### src/rtl/weight_ram_arbiter_if.sv
// rtl/weight_ram_arbiter_if.sv - bus bundle between the requesters, the weight RAM arbiter and the RAM port
//
// Purpose: groups the loader, read driver, RAM port and status signals of
// weight_ram_arbiter. The arbiter uses the slave modport. The requesters, the
// RAM primitive and any status observer share the master modport.
//
// Signals:
//   ld_req, ld_addr, ld_data, ld_last  loader write offer
//   ld_gnt                             loader owns the RAM
//   rd_req, rd_addr                    read driver request
//   rd_gnt, rd_data, rd_valid          read driver grant and returned data
//   ram_en, ram_we, ram_addr, ram_din  RAM control and write path
//   ram_dout                           RAM read data, one-cycle latency
//   loaded, load_count                 load status
interface weight_ram_arbiter_if #(
  parameter int ADDR_W = 10,
  parameter int DATA_W = 8
);
  logic              ld_req;
  logic [ADDR_W-1:0] ld_addr;
  logic [DATA_W-1:0] ld_data;
  logic              ld_last;
  logic              ld_gnt;
  logic              rd_req;
  logic [ADDR_W-1:0] rd_addr;
  logic              rd_gnt;
  logic [DATA_W-1:0] rd_data;
  logic              rd_valid;
  logic              ram_en;
  logic              ram_we;
  logic [ADDR_W-1:0] ram_addr;
  logic [DATA_W-1:0] ram_din;
  logic [DATA_W-1:0] ram_dout;
  logic              loaded;
  logic [ADDR_W:0]   load_count;

  modport slave (
    input  ld_req, ld_addr, ld_data, ld_last, rd_req, rd_addr, ram_dout,
    output ld_gnt, rd_gnt, rd_data, rd_valid, ram_en, ram_we, ram_addr,
           ram_din, loaded, load_count
  );

  modport master (
    output ld_req, ld_addr, ld_data, ld_last, rd_req, rd_addr, ram_dout,
    input  ld_gnt, rd_gnt, rd_data, rd_valid, ram_en, ram_we, ram_addr,
           ram_din, loaded, load_count
  );
endinterface

### src/rtl/weight_ram_arbiter.sv
// rtl/weight_ram_arbiter.sv - single-port weight RAM arbiter between the loader and the read driver
//
// Purpose: owns the weight block RAM port and hands it to either the host
// weight loader (burst-locked writes) or the read driver (streaming reads).
// Every change of owner passes through IDLE, giving one turnaround cycle.
//
// Ports:
//   clk    rising-edge clock
//   reset  asynchronous, active-high reset
//   bus    weight_ram_arbiter_if.slave (requesters, RAM port, load status)
//
// Build option:
//   ARB_ROUND_ROBIN_EN  defined: a tie in IDLE goes to the requester that was
//                       not granted most recently (loader wins the first tie).
//                       undefined: the loader wins every tie.
module weight_ram_arbiter #(
  parameter int ADDR_W = 10,
  parameter int DATA_W = 8,
  parameter int DEPTH  = 1024
) (
  input logic                 clk,
  input logic                 reset,
  weight_ram_arbiter_if.slave bus
);
  localparam int CNT_W = ADDR_W + 1;
  localparam logic [CNT_W-1:0] COUNT_MAX = CNT_W'(DEPTH);

  typedef enum logic [1:0] {IDLE, LOAD, READ} state_t;

  state_t            state;
  state_t            state_nx;
  logic              ld_wr;
  logic              rd_go;
  logic              loader_wins;
  logic              rd_valid_q;
  logic [DATA_W-1:0] rd_hold;
  logic              loaded_q;
  logic [CNT_W-1:0]  count_q;

  assign ld_wr = (state == LOAD) && bus.ld_req;
  assign rd_go = (state == READ) && bus.rd_req;

`ifdef ARB_ROUND_ROBIN_EN
  // 1 when the loader held the most recent grant; reset value means READ.
  logic last_owner_ld;

  always_ff @(posedge clk or posedge reset) begin
    if (reset) begin
      last_owner_ld <= 1'b0;
    end else if (state == IDLE && state_nx == LOAD) begin
      last_owner_ld <= 1'b1;
    end else if (state == IDLE && state_nx == READ) begin
      last_owner_ld <= 1'b0;
    end
  end

  assign loader_wins = !last_owner_ld;
`else
  assign loader_wins = 1'b1;
`endif

  always_ff @(posedge clk or posedge reset) begin
    if (reset) begin
      state <= IDLE;
    end else begin
      state <= state_nx;
    end
  end

  always_comb begin
    state_nx = state;
    case (state)
      IDLE: begin
        if (bus.ld_req && bus.rd_req) begin
          state_nx = loader_wins ? LOAD : READ;
        end else if (bus.ld_req) begin
          state_nx = LOAD;
        end else if (bus.rd_req) begin
          state_nx = READ;
        end
      end
      // The loader keeps the RAM through gaps in ld_req until it writes ld_last.
      LOAD:    if (ld_wr && bus.ld_last) state_nx = IDLE;
      READ:    if (!bus.rd_req) state_nx = IDLE;
      default: state_nx = IDLE;
    endcase
  end

  // RAM pins see only the granted requester; address and data are zero when idle.
  always_comb begin
    bus.ld_gnt   = (state == LOAD);
    bus.rd_gnt   = (state == READ);
    bus.ram_en   = 1'b0;
    bus.ram_we   = 1'b0;
    bus.ram_addr = '0;
    bus.ram_din  = '0;
    if (ld_wr) begin
      bus.ram_en   = 1'b1;
      bus.ram_we   = 1'b1;
      bus.ram_addr = bus.ld_addr;
      bus.ram_din  = bus.ld_data;
    end else if (rd_go) begin
      bus.ram_en   = 1'b1;
      bus.ram_addr = bus.rd_addr;
    end
  end

  // The RAM already registers its output, so the word for a read issued in
  // cycle N is on ram_dout in cycle N+1 alongside rd_valid. rd_hold keeps the
  // last delivered word so rd_data stays stable while rd_valid is low.
  always_ff @(posedge clk or posedge reset) begin
    if (reset) begin
      rd_valid_q <= 1'b0;
      rd_hold    <= '0;
    end else begin
      rd_valid_q <= rd_go;
      if (rd_valid_q) rd_hold <= bus.ram_dout;
    end
  end

  assign bus.rd_valid = rd_valid_q;
  assign bus.rd_data  = rd_valid_q ? bus.ram_dout : rd_hold;

  always_ff @(posedge clk or posedge reset) begin
    if (reset) begin
      loaded_q <= 1'b0;
      count_q  <= '0;
    end else if (ld_wr) begin
      if (bus.ld_last) loaded_q <= 1'b1;
      if (count_q != COUNT_MAX) count_q <= count_q + 1'b1;
    end
  end

  assign bus.loaded     = loaded_q;
  assign bus.load_count = count_q;
endmodule
### src/flat_wrapper.sv
// flat-port wrapper written by rule: the top's interface ports become plain ports
module weight_ram_arbiter_flat 
#(
  parameter int ADDR_W = 10,
  parameter int DATA_W = 8,
  parameter int DEPTH  = 1024
)
  (clk, reset, bus_ld_req, bus_ld_addr, bus_ld_data, bus_ld_last, bus_rd_req, bus_rd_addr, bus_ram_dout, bus_ld_gnt, bus_rd_gnt, bus_rd_data, bus_rd_valid, bus_ram_en, bus_ram_we, bus_ram_addr, bus_ram_din, bus_loaded, bus_load_count);
  weight_ram_arbiter_if #(.ADDR_W(ADDR_W), .DATA_W(DATA_W)) bus_i ();
  input logic clk;
  input logic reset;
  input wire logic [$bits(bus_i.ld_req)-1:0] bus_ld_req;
  input wire logic [$bits(bus_i.ld_addr)-1:0] bus_ld_addr;
  input wire logic [$bits(bus_i.ld_data)-1:0] bus_ld_data;
  input wire logic [$bits(bus_i.ld_last)-1:0] bus_ld_last;
  input wire logic [$bits(bus_i.rd_req)-1:0] bus_rd_req;
  input wire logic [$bits(bus_i.rd_addr)-1:0] bus_rd_addr;
  input wire logic [$bits(bus_i.ram_dout)-1:0] bus_ram_dout;
  output wire logic [$bits(bus_i.ld_gnt)-1:0] bus_ld_gnt;
  output wire logic [$bits(bus_i.rd_gnt)-1:0] bus_rd_gnt;
  output wire logic [$bits(bus_i.rd_data)-1:0] bus_rd_data;
  output wire logic [$bits(bus_i.rd_valid)-1:0] bus_rd_valid;
  output wire logic [$bits(bus_i.ram_en)-1:0] bus_ram_en;
  output wire logic [$bits(bus_i.ram_we)-1:0] bus_ram_we;
  output wire logic [$bits(bus_i.ram_addr)-1:0] bus_ram_addr;
  output wire logic [$bits(bus_i.ram_din)-1:0] bus_ram_din;
  output wire logic [$bits(bus_i.loaded)-1:0] bus_loaded;
  output wire logic [$bits(bus_i.load_count)-1:0] bus_load_count;
  assign bus_i.ld_req = bus_ld_req;
  assign bus_i.ld_addr = bus_ld_addr;
  assign bus_i.ld_data = bus_ld_data;
  assign bus_i.ld_last = bus_ld_last;
  assign bus_i.rd_req = bus_rd_req;
  assign bus_i.rd_addr = bus_rd_addr;
  assign bus_i.ram_dout = bus_ram_dout;
  assign bus_ld_gnt = bus_i.ld_gnt;
  assign bus_rd_gnt = bus_i.rd_gnt;
  assign bus_rd_data = bus_i.rd_data;
  assign bus_rd_valid = bus_i.rd_valid;
  assign bus_ram_en = bus_i.ram_en;
  assign bus_ram_we = bus_i.ram_we;
  assign bus_ram_addr = bus_i.ram_addr;
  assign bus_ram_din = bus_i.ram_din;
  assign bus_loaded = bus_i.loaded;
  assign bus_load_count = bus_i.load_count;
  weight_ram_arbiter #(.ADDR_W(ADDR_W), .DATA_W(DATA_W), .DEPTH(DEPTH)) u_core (.clk(clk), .reset(reset), .bus(bus_i));
endmodule
### config.mk
export PLATFORM = sky130hd
export DESIGN_NAME = weight_ram_arbiter_flat
export DESIGN_NICKNAME = d
export VERILOG_FILES = /design/src/rtl/weight_ram_arbiter_if.sv /design/src/rtl/weight_ram_arbiter.sv /design/src/flat_wrapper.sv
export SDC_FILE = /design/constraint.sdc
export NUM_CORES = 1
export LEC_CHECK = 0
export CORE_MARGIN = 3
export CORE_UTILIZATION = 30
export DETAILED_ROUTE_END_ITERATION = 12
export PLACE_DENSITY = 0.75
export SETUP_SLACK_MARGIN = 0.4
export SLEW_MARGIN = 20
export SYNTH_ARGS = -nofsm -noshare
export SYNTH_HDL_FRONTEND = slang
export SYNTH_SLANG_ARGS = --single-unit
### constraint.sdc
create_clock -name clk -period 1.8 [get_ports clk]
set_clock_uncertainty 0.2 [all_clocks]
set_input_delay 0.36 -clock clk [delete_from_list [all_inputs] [get_ports clk]]
set_output_delay 0.36 -clock clk [all_outputs]
set_load 0.02 [all_outputs]
== After elaboration in Yosys (flattened, before gate mapping) ==
Index checks and enable logic that the tools add are counted.

* Add/subtract/negate cells: 1
* Multiply operators: 0
* Div/mod/pow operators: 0
* Order comparisons: 0
* Equal/unequal tests: 6
* Shift operators: 0
* Muxes and demuxes: 13
* Bitwise operators: 0
* Reduce and logical (&&, ||, !) cells: 8

{| class="wikitable"
|+ Operators with widths
! kind !! number
|-
| two-way mux 10 bit || 2
|-
| two-way mux 8 bit || 2
|-
| adder 11 x 1 -> 11 bit (second input constant) || 1
|-
| != test 11 bit (second input constant) || 1
|-
| two-way mux 2 bit || 5
|-
| case mux 2 bit (3 select lines) || 1
|-
| logical AND 1 bit || 4
|-
| != test 4 x 3 -> 1 bit (second input constant) || 1
|-
| AND reduction 2 bit || 2
|-
| two-way mux 1 bit || 3
|-
| AND reduction 3 bit || 1
|-
| equality test 2 x 1 -> 1 bit (second input constant) || 1
|-
| equality test 2 bit (second input constant) || 1
|-
| logical NOT 2 bit || 1
|-
| != test 2 x 1 -> 1 bit (second input constant) || 1
|-
| != test 2 bit (second input constant) || 1
|}

* Bits in registers: 23
* Bits in latches: 0
* Bits in writable memories: 0
* Bits in read-only memories: 0
* Input bits: 41
* Output and inout port bits: 43
* Word-level logic and storage cells: 33
* Memories: 0

== Longest topological paths before layout ==
Gate-level depths: netlist of run 1.

* Word-level depth: 5
* Depth in mapped cells: 6
* Mapped depth without buffers: 6

== Least setup slack after synthesis of run 1 ==
No wires, ideal clock.

* Kind: reg2out
* From: register u_core.state[1]
* To: output bus_ram_din[0]
* Arrival: 1.478 ns
* Required time: 1.240 ns
* Path slack: -0.238 ns
* Stages on the path, launching flop included: 5
* Path buffers: 2
* Path through: dfrtp_1 > and3b_1 > clkbuf_1 > clkbuf_1 > and2_1

* Cells in the longest elaborated chain, start to end: 3

{| class="wikitable"
|+ RTL lines
! item !! line !! RTL
|-
| from (decl) || weight_ram_arbiter.sv:30 || <nowiki>state_t state;</nowiki>
|-
| from (signal assigned) || weight_ram_arbiter.sv:66 || <nowiki>state <= state_nx;</nowiki>
|-
| equality test 2 x 1 -> 1 bit || weight_ram_arbiter.sv:40 || <nowiki>assign ld_wr = (state == LOAD) && bus.ld_req;</nowiki>
|-
| logical AND 1 bit || weight_ram_arbiter.sv:40 ||
|-
| two-way mux 8 bit || weight_ram_arbiter.sv:97 || <nowiki>if (ld_wr) begin</nowiki>
|-
| to (decl) || flat_wrapper.sv:26 || <nowiki>output wire logic [$bits(bus_i.ram_din)-1:0] bus_ram_din;</nowiki>
|}

Every way passes these cells.

== Worst setup path in the final report of run 1 ==
* From: register u_core.state[1]
* To: output bus_ram_din[4]

Same word-level chain as after synthesis.

==> flow_summary.ini, run 1 <==
[grt]
grt_pass1_vias = 1297
grt_pass1_wl_um = 6620
grt_overflow_total = 0
antenna_found_initial = 0
grt_max_degree = 24
grt_usage = 0.199

[route]
drcViolationCount = 0
antenna_left = 0
drtPass1Iterations = 4
viasPerCell = 4.67
drt_iter0_markers = 27
finalWirelength_um = 4870
routedWlPerCell_um = 18.2
vias = 1252

[clocking]
cts_hold_buf = 0
clk_latency_ns = 0.27
root_buffer = clkbuf_8
clkSlewWorstSetupHoldPaths_ns = 0.08
clockBufferDepth = 2
tritoncts = done
cts.sinks = 23
h-tree-depth = 1
cts_buffers = 3

[synthesis]
ys.flop_type = dfrtp_1
synth_compound_area_frac = 0.101
ys_top_cells_by_count = dfrtp_1 (23), a22o_1 (10), xnor2_1 (10), and2_1 (8), mux2_2 (8)
synth_xor_xnor_area_share = 0.0779
syn_nets = 142
synth_cell_type_count = 21
async_flop_share = 1.00
ys_warn_count = 0
synth_area_leaders = dfrtp_1 (51%), mux2_2 (8.0%), a22o_1 (7.8%)
synth_fa_ha_area_frac = 0.0222
synth_cells = 99
synth_top_family_by_area = simple AND/OR/NAND/NOR gates
synth_simple_gate_area_frac = 0.180
synthMuxAreaShare = 0.0801
synth-seq-area-share = 0.512
yosysTopAreaCell = dfrtp_1
ys_seq_elements = 23
synth_edf_count = 0
netlist.area_leader.share = 0.512
synthMostInstantiatedCell = dfrtp_1
syn_avg_cell_area_um2 = 11.4
netlist_area_um2 = 1120

[die]
dieWidth_um = 67.2
coreArea_um2 = 3470
dieArea_um2 = 4520
placementRows = 21
io_pins = 84
initial_core_util = 0.324
die_h_um = 67.2

[layout]
area_growth_pct = 146
nNetsFinal = 266
insertedDiodeCount = 0
drive_gt1_frac = 0.590
regArea_um2 = 584
nFillCells = 203
final_util = 0.797
multi_input_area_um2 = 704
stdcell_area_um2 = 2760

[timing]
rsz0062_at_grt = yes
setup_violations = 38
finalCritPeriodShare = 1.14
maxSlewViolCount = 0
min_period_ns = 2.06
max_slew.worst_pin.slew_ns = 0.299
fmax_ghz = 0.486
slew_headroom = 0.801
final_hold_viol_count = 0
finalWorstSetupSlack_ns = -0.256

[worst_setup_path]
slowest_delay_ns = 0.43
crit_path_max_fanout = 6
arrival_ns = 1.50
rr_startpoint = u_core.state[1]
crit_cells = 4
crit_chain = and3b_4 -> buf_12 -> and2_4 -> buf_6
r2r_end = u_core.bus.load_count[10]
crit_slowest_cell = and3b_4
endpoint_kind = output pin
crit_end = bus_ram_din[4]
crit_path_start = u_core.state[1]
path_delay_family = simple AND/OR/NAND/NOR gates
critPathKind = flip-flop to output pin
critPathLaunchType = flip-flop
reg2regPathDepth = 7
crit_buf_inv = 2
worstPathRequired_ns = 1.24
r2r_slack_ns = -0.14

[power_and_ir_drop]
ir_drop_mv = 0.673
power_mw = 2.89
p_leak_nw = 1.32
p_per_area_nw_per_um2 = 1050

[run]
cap_viol_max_count = 0

[place]
place_area_um2 = 2280
dpl.hpwl_um = 2980
portBuffers = 83
gp_congestion = 0.752

[min_path]
min_path_type = primary input to asynchronous set/reset pin

[status]
violations = setup timing
status = finished with violations
==> worst min-delay path by stage <==
stage / startpoint / endpoint / slack (ns) / depth (start not counted)
global route: reset / u_core.rd_hold[6] / 0.28 / 3
floorplan: reset / u_core.bus.load_count[0] / 0.16 / 1
detailed placement: u_core.bus.loaded / u_core.bus.loaded / 0.26 / 1
CTS: reset / u_core.rd_hold[2] / 0.26 / 3
global placement: u_core.bus.loaded / u_core.bus.loaded / 0.24 / 1
finish: reset / u_core.rd_hold[3] / 0.26 / 3
==> flip-flops by register name, indices dropped and copies added (netlist names) <==
register / flops
u_core.bus.loaded: 1
u_core.rd_hold: 8
u_core.state: 2
u_core.bus.load_count: 11
u_core.bus.rd_valid: 1
==> metrics by stage <==
| stage | worst slack (ns) | hold slack [ns] | instances | setup TNS (ns) |
|---|---|---|---|---|
| global route | -0.305 | 0.276 | 268 | -8.05 |
| detailed placement | -0.765 | 0.257 | 238 | -20.54 |
| floorplan | 0.0314 | 0.161 | 99 | 0 |
| finish | -0.256 | 0.257 | 268 | -6.08 |
| global placement | -0.714 | 0.244 | 238 | -18.97 |
| CTS | -0.256 | 0.261 | 261 | -5.49 |
==> cells by family after synthesis <==
group                    after synthesis
AO/OA/AOI/OAI                         14
XOR/XNOR                              10
adder cells (fa/ha/maj)                2
buffers and inverters                  8
flip-flops                            23
multiplexers                           8
AND/OR/NAND/NOR                       34
==> worst min-delay path, delay by kind of cell <==
family,cells,cell delay (ns)
buf+inv,3,0.76
==> report_power, final <==
part	switching, mW	total, mW	internal, mW
clock network	0.168	0.323	0.155
logic	0.735	1.79	1.06
registers	0.0962	0.779	0.683
==> cell type report <==
type | count | share of cell area
multi-input combinational | 68 | 0.255
sequential | 23 | 0.211
clock inverter | 1 | 0.00181
timing repair buffer | 124 | 0.492
tap | 46 | 0.0208
inverter | 3 | 0.00407
clock buffer | 3 | 0.0149
==> routing by layer <==
layer	part of all wire	track usage
met1	0.36	0.232
met2	0.56	0.355
met3	0.055	0.0532
met4	0.020	0.0557
met5	0	0
==> cell usage in the layout, fill, tap and decap left out <==
master | netlist | final
dfrtp_1 | 23 | 16
buf_8 | 0 | 1
a22o_4 | 0 | 10
buf_16 | 0 | 4
o21ai_1 | 0 | 1
dfrtp_2 | 0 | 7
and3b_2 | 0 | 1
and2_4 | 0 | 8
and3_4 | 0 | 1
nor2b_1 | 3 | 2
or4_1 | 2 | 2
buf_4 | 0 | 17
nand2_2 | 0 | 2
buf_12 | 0 | 2
ha_1 | 2 | 2
nor3b_1 | 1 | 1
a21o_1 | 1 | 1
o21ai_0 | 2 | 1
inv_1 | 3 | 3
and3b_4 | 0 | 1
nand2_4 | 0 | 1
o31a_1 | 1 | 1
and3_1 | 4 | 3
xnor2_2 | 0 | 2
nor2_1 | 1 | 1
xnor2_1 | 10 | 8
dlygate4sd2_1 | 0 | 2
or2_4 | 0 | 1
clkbuf_8 | 0 | 3
nand4_1 | 5 | 5
mux2_4 | 0 | 8
clkdlybuf4s50_1 | 0 | 38
buf_6 | 0 | 59
nand2_1 | 6 | 3
buf_2 | 0 | 1
nor2b_4 | 0 | 1
nand3_1 | 1 | 1
clkinv_2 | 0 | 1
==> timing repair <==
action,4_1_cts,5_1_grt
setup buffers,15,7
pin swaps,7,10
gates cloned,4,0
resized for setup,282,15
hold endpoints to repair,0,0
setup endpoints to repair,55,55
Note: power is estimated with default switching activity, not from simulation.
==> run 2, diff against run 1 <==
--- a/config.mk
+++ b/config.mk
@@ -7,6 +7,7 @@
 export LEC_CHECK = 0
 export CORE_MARGIN = 3
 export CORE_UTILIZATION = 30
+export CTS_CLUSTER_DIAMETER = 100
 export DETAILED_ROUTE_END_ITERATION = 12
 export PLACE_DENSITY = 0.75
 export SETUP_SLACK_MARGIN = 0.4
==> results of run 2 <==
Final layout, timing and power as in run 1 (identical DEF).
==> run 3, diff against run 2 <==
--- a/config.mk
+++ b/config.mk
@@ -5,7 +5,7 @@
 export SDC_FILE = /design/constraint.sdc
 export NUM_CORES = 1
 export LEC_CHECK = 0
-export CORE_MARGIN = 3
+export CORE_MARGIN = 2
 export CORE_UTILIZATION = 30
 export CTS_CLUSTER_DIAMETER = 100
 export DETAILED_ROUTE_END_ITERATION = 12
==> flow_summary.ini, run 3 (synthesis gave the netlist of run 1 again) <==
[status]
status = finished with violations
violations = setup timing

[place]
dpl.hpwl_um = 2860
portBuffers = 83
dp_slack_ns = -0.757
place_area_um2 = 2300
gp_congestion = 0.781

[layout]
largest_reg_flops = 11
insertedDiodeCount = 0
nNetsFinal = 272
mostFrequentLayoutCell = buf_6
stdcell_area_um2 = 2770
final_cell_mix = buf_6 (65), clkdlybuf4s50_1 (38), buf_4 (19)
area_growth_pct = 146
nFillCells = 231
drive_gt1_frac = 0.601

[worst_setup_path]
worstPathRequired_ns = 1.24
critPathKind = flip-flop to output pin
path_delay_family = flip-flops
crit_cells = 4
slowest_delay_ns = 0.41
crit_chain = and3b_2 -> clkbuf_16 -> a22o_4 -> buf_6
crit_buf_inv = 2
critPathLaunchType = flip-flop
crit_path_max_fanout = 5
endpoint_kind = output pin
reg2regPathDepth = 8
arrival_ns = 1.51
crit_slowest_cell = dfrtp_1

[die]
coreArea_um2 = 3630
dieWidth_um = 65.2
placementRows = 22
die_h_um = 65.2
dieArea_um2 = 4250
initial_core_util = 0.310
io_pins = 84

[route]
antenna_left = 0
drcViolationCount = 0
viasPerCell = 4.68
finalWirelength_um = 4540
vias = 1293
drtPass1Iterations = 5
drt_iter0_markers = 28
routedWlPerCell_um = 16.5

[clocking]
h-tree-depth = 1
cts_hold_buf = 0
cts.sinks = 23
clockBufferDepth = 2
clk_latency_ns = 0.26
root_buffer = clkbuf_8
cts_buffers = 3
clkSlewWorstSetupHoldPaths_ns = 0.08
tritoncts = done

[power_and_ir_drop]
power_mw = 2.84
cell_internal_pwr_mw = 1.86
switching_share = 0.345
seq_power_share = 0.275
p_per_area_nw_per_um2 = 1030
power_switching_uw = 982
combPwrFrac = 0.615
p_leak_nw = 1.33
power.share.clock = 0.110
ir_drop_mv = 0.715

[grt]
grt_use_met3 = 0.0668
grt_overflow_total = 0
met1_usage = 0.257
grt_usage = 0.202
grt_pass1_wl_um = 6520
grt_pass1_vias = 1265
antenna_found_initial = 0
grt.busiest_layer = met2
grt_max_degree = 24
grtUsageMet2 = 0.343

[timing]
finalCritPeriodShare = 1.15
finalWorstSetupSlack_ns = -0.268
rsz0062_at_grt = yes
min_period_ns = 2.07
max_slew.worst_pin.slew_ns = 0.284
setup_violations = 38
maxSlewViolCount = 0
final_hold_viol_count = 0
slew_headroom = 0.811
fmax_ghz = 0.483

[min_path]
min_path_type = primary input to asynchronous set/reset pin

[run]
cap_viol_max_count = 0
run 3: path summary, 6_finish.rpt:
check,start,to,slack [ns]
min in group clk,u_core.bus.loaded,u_core.bus.loaded,0.29
min,reset,u_core.rd_hold[5],0.27
min reg2reg,u_core.bus.loaded,u_core.bus.loaded,0.29
max in group asynchronous,reset,u_core.bus.rd_valid,0.89
max,u_core.state[0],bus_ram_addr[8],-0.27
max reg2reg,u_core.state[1],u_core.bus.load_count[10],-0.16
run 3: layout make-up:
cell class / count / area [um^2] / share of cell area
clock inverter: 1 / 5.00 / 0.00181
multi-input combinational: 68 / 702 / 0.254
sequential: 23 / 584 / 0.211
tap: 48 / 60.1 / 0.0217
timing repair buffer: 130 / 1360 / 0.493
inverter: 3 / 11.3 / 0.00407
clock buffer: 3 / 41.3 / 0.0149
run 3: routing by layer:
metal	wire length [um]	share of wire
met5	0	0
met4	37	0.0081
met3	314	0.069
met2	2390	0.53
met1	1810	0.40
run 3: worst register-to-register path: stages, from the launching register on:
cell and delay, ns:
dfrtp_1 0.42, and3b_2 0.36, clkbuf_16 0.18, buf_6 0.09
buf_6 0.09, buf_6 0.10, and3_4 0.18, nand4_1 0.09
xnor2_1 0.14
run 3: power groups by stage:
stage               clock network, mW  registers (mW)  logic [mW]
CTS                             0.318           0.775        1.56
floorplan                           0           0.868       0.634
global placement                    0           0.778        1.31
detailed placement                  0           0.793        1.34
finish                          0.312           0.782        1.75
global route                    0.345           0.803        1.84
run 3: timing repair:
| action | in CTS | in global routing |
|---|---|---|
| gates cloned | 2 | 0 |
| resized for setup | 280 | 19 |
| pin swaps | 15 | 7 |
| buffers inserted | 16 | 12 |
| setup endpoints to repair | 54 | 53 |
run 3: per-stage QoR:
step / utilization / std cells / setup TNS, ns / hold slack, ns
floorplan: - / 99 / 0 / 0.161
global placement: 0.632 / 242 / -17.99 / 0.252
detailed placement: 0.632 / 242 / -18.80 / 0.244
CTS: 0.716 / 264 / -5.16 / 0.258
global route: 0.761 / 276 / -8.44 / 0.307
finish: 0.761 / 276 / -6.51 / 0.269
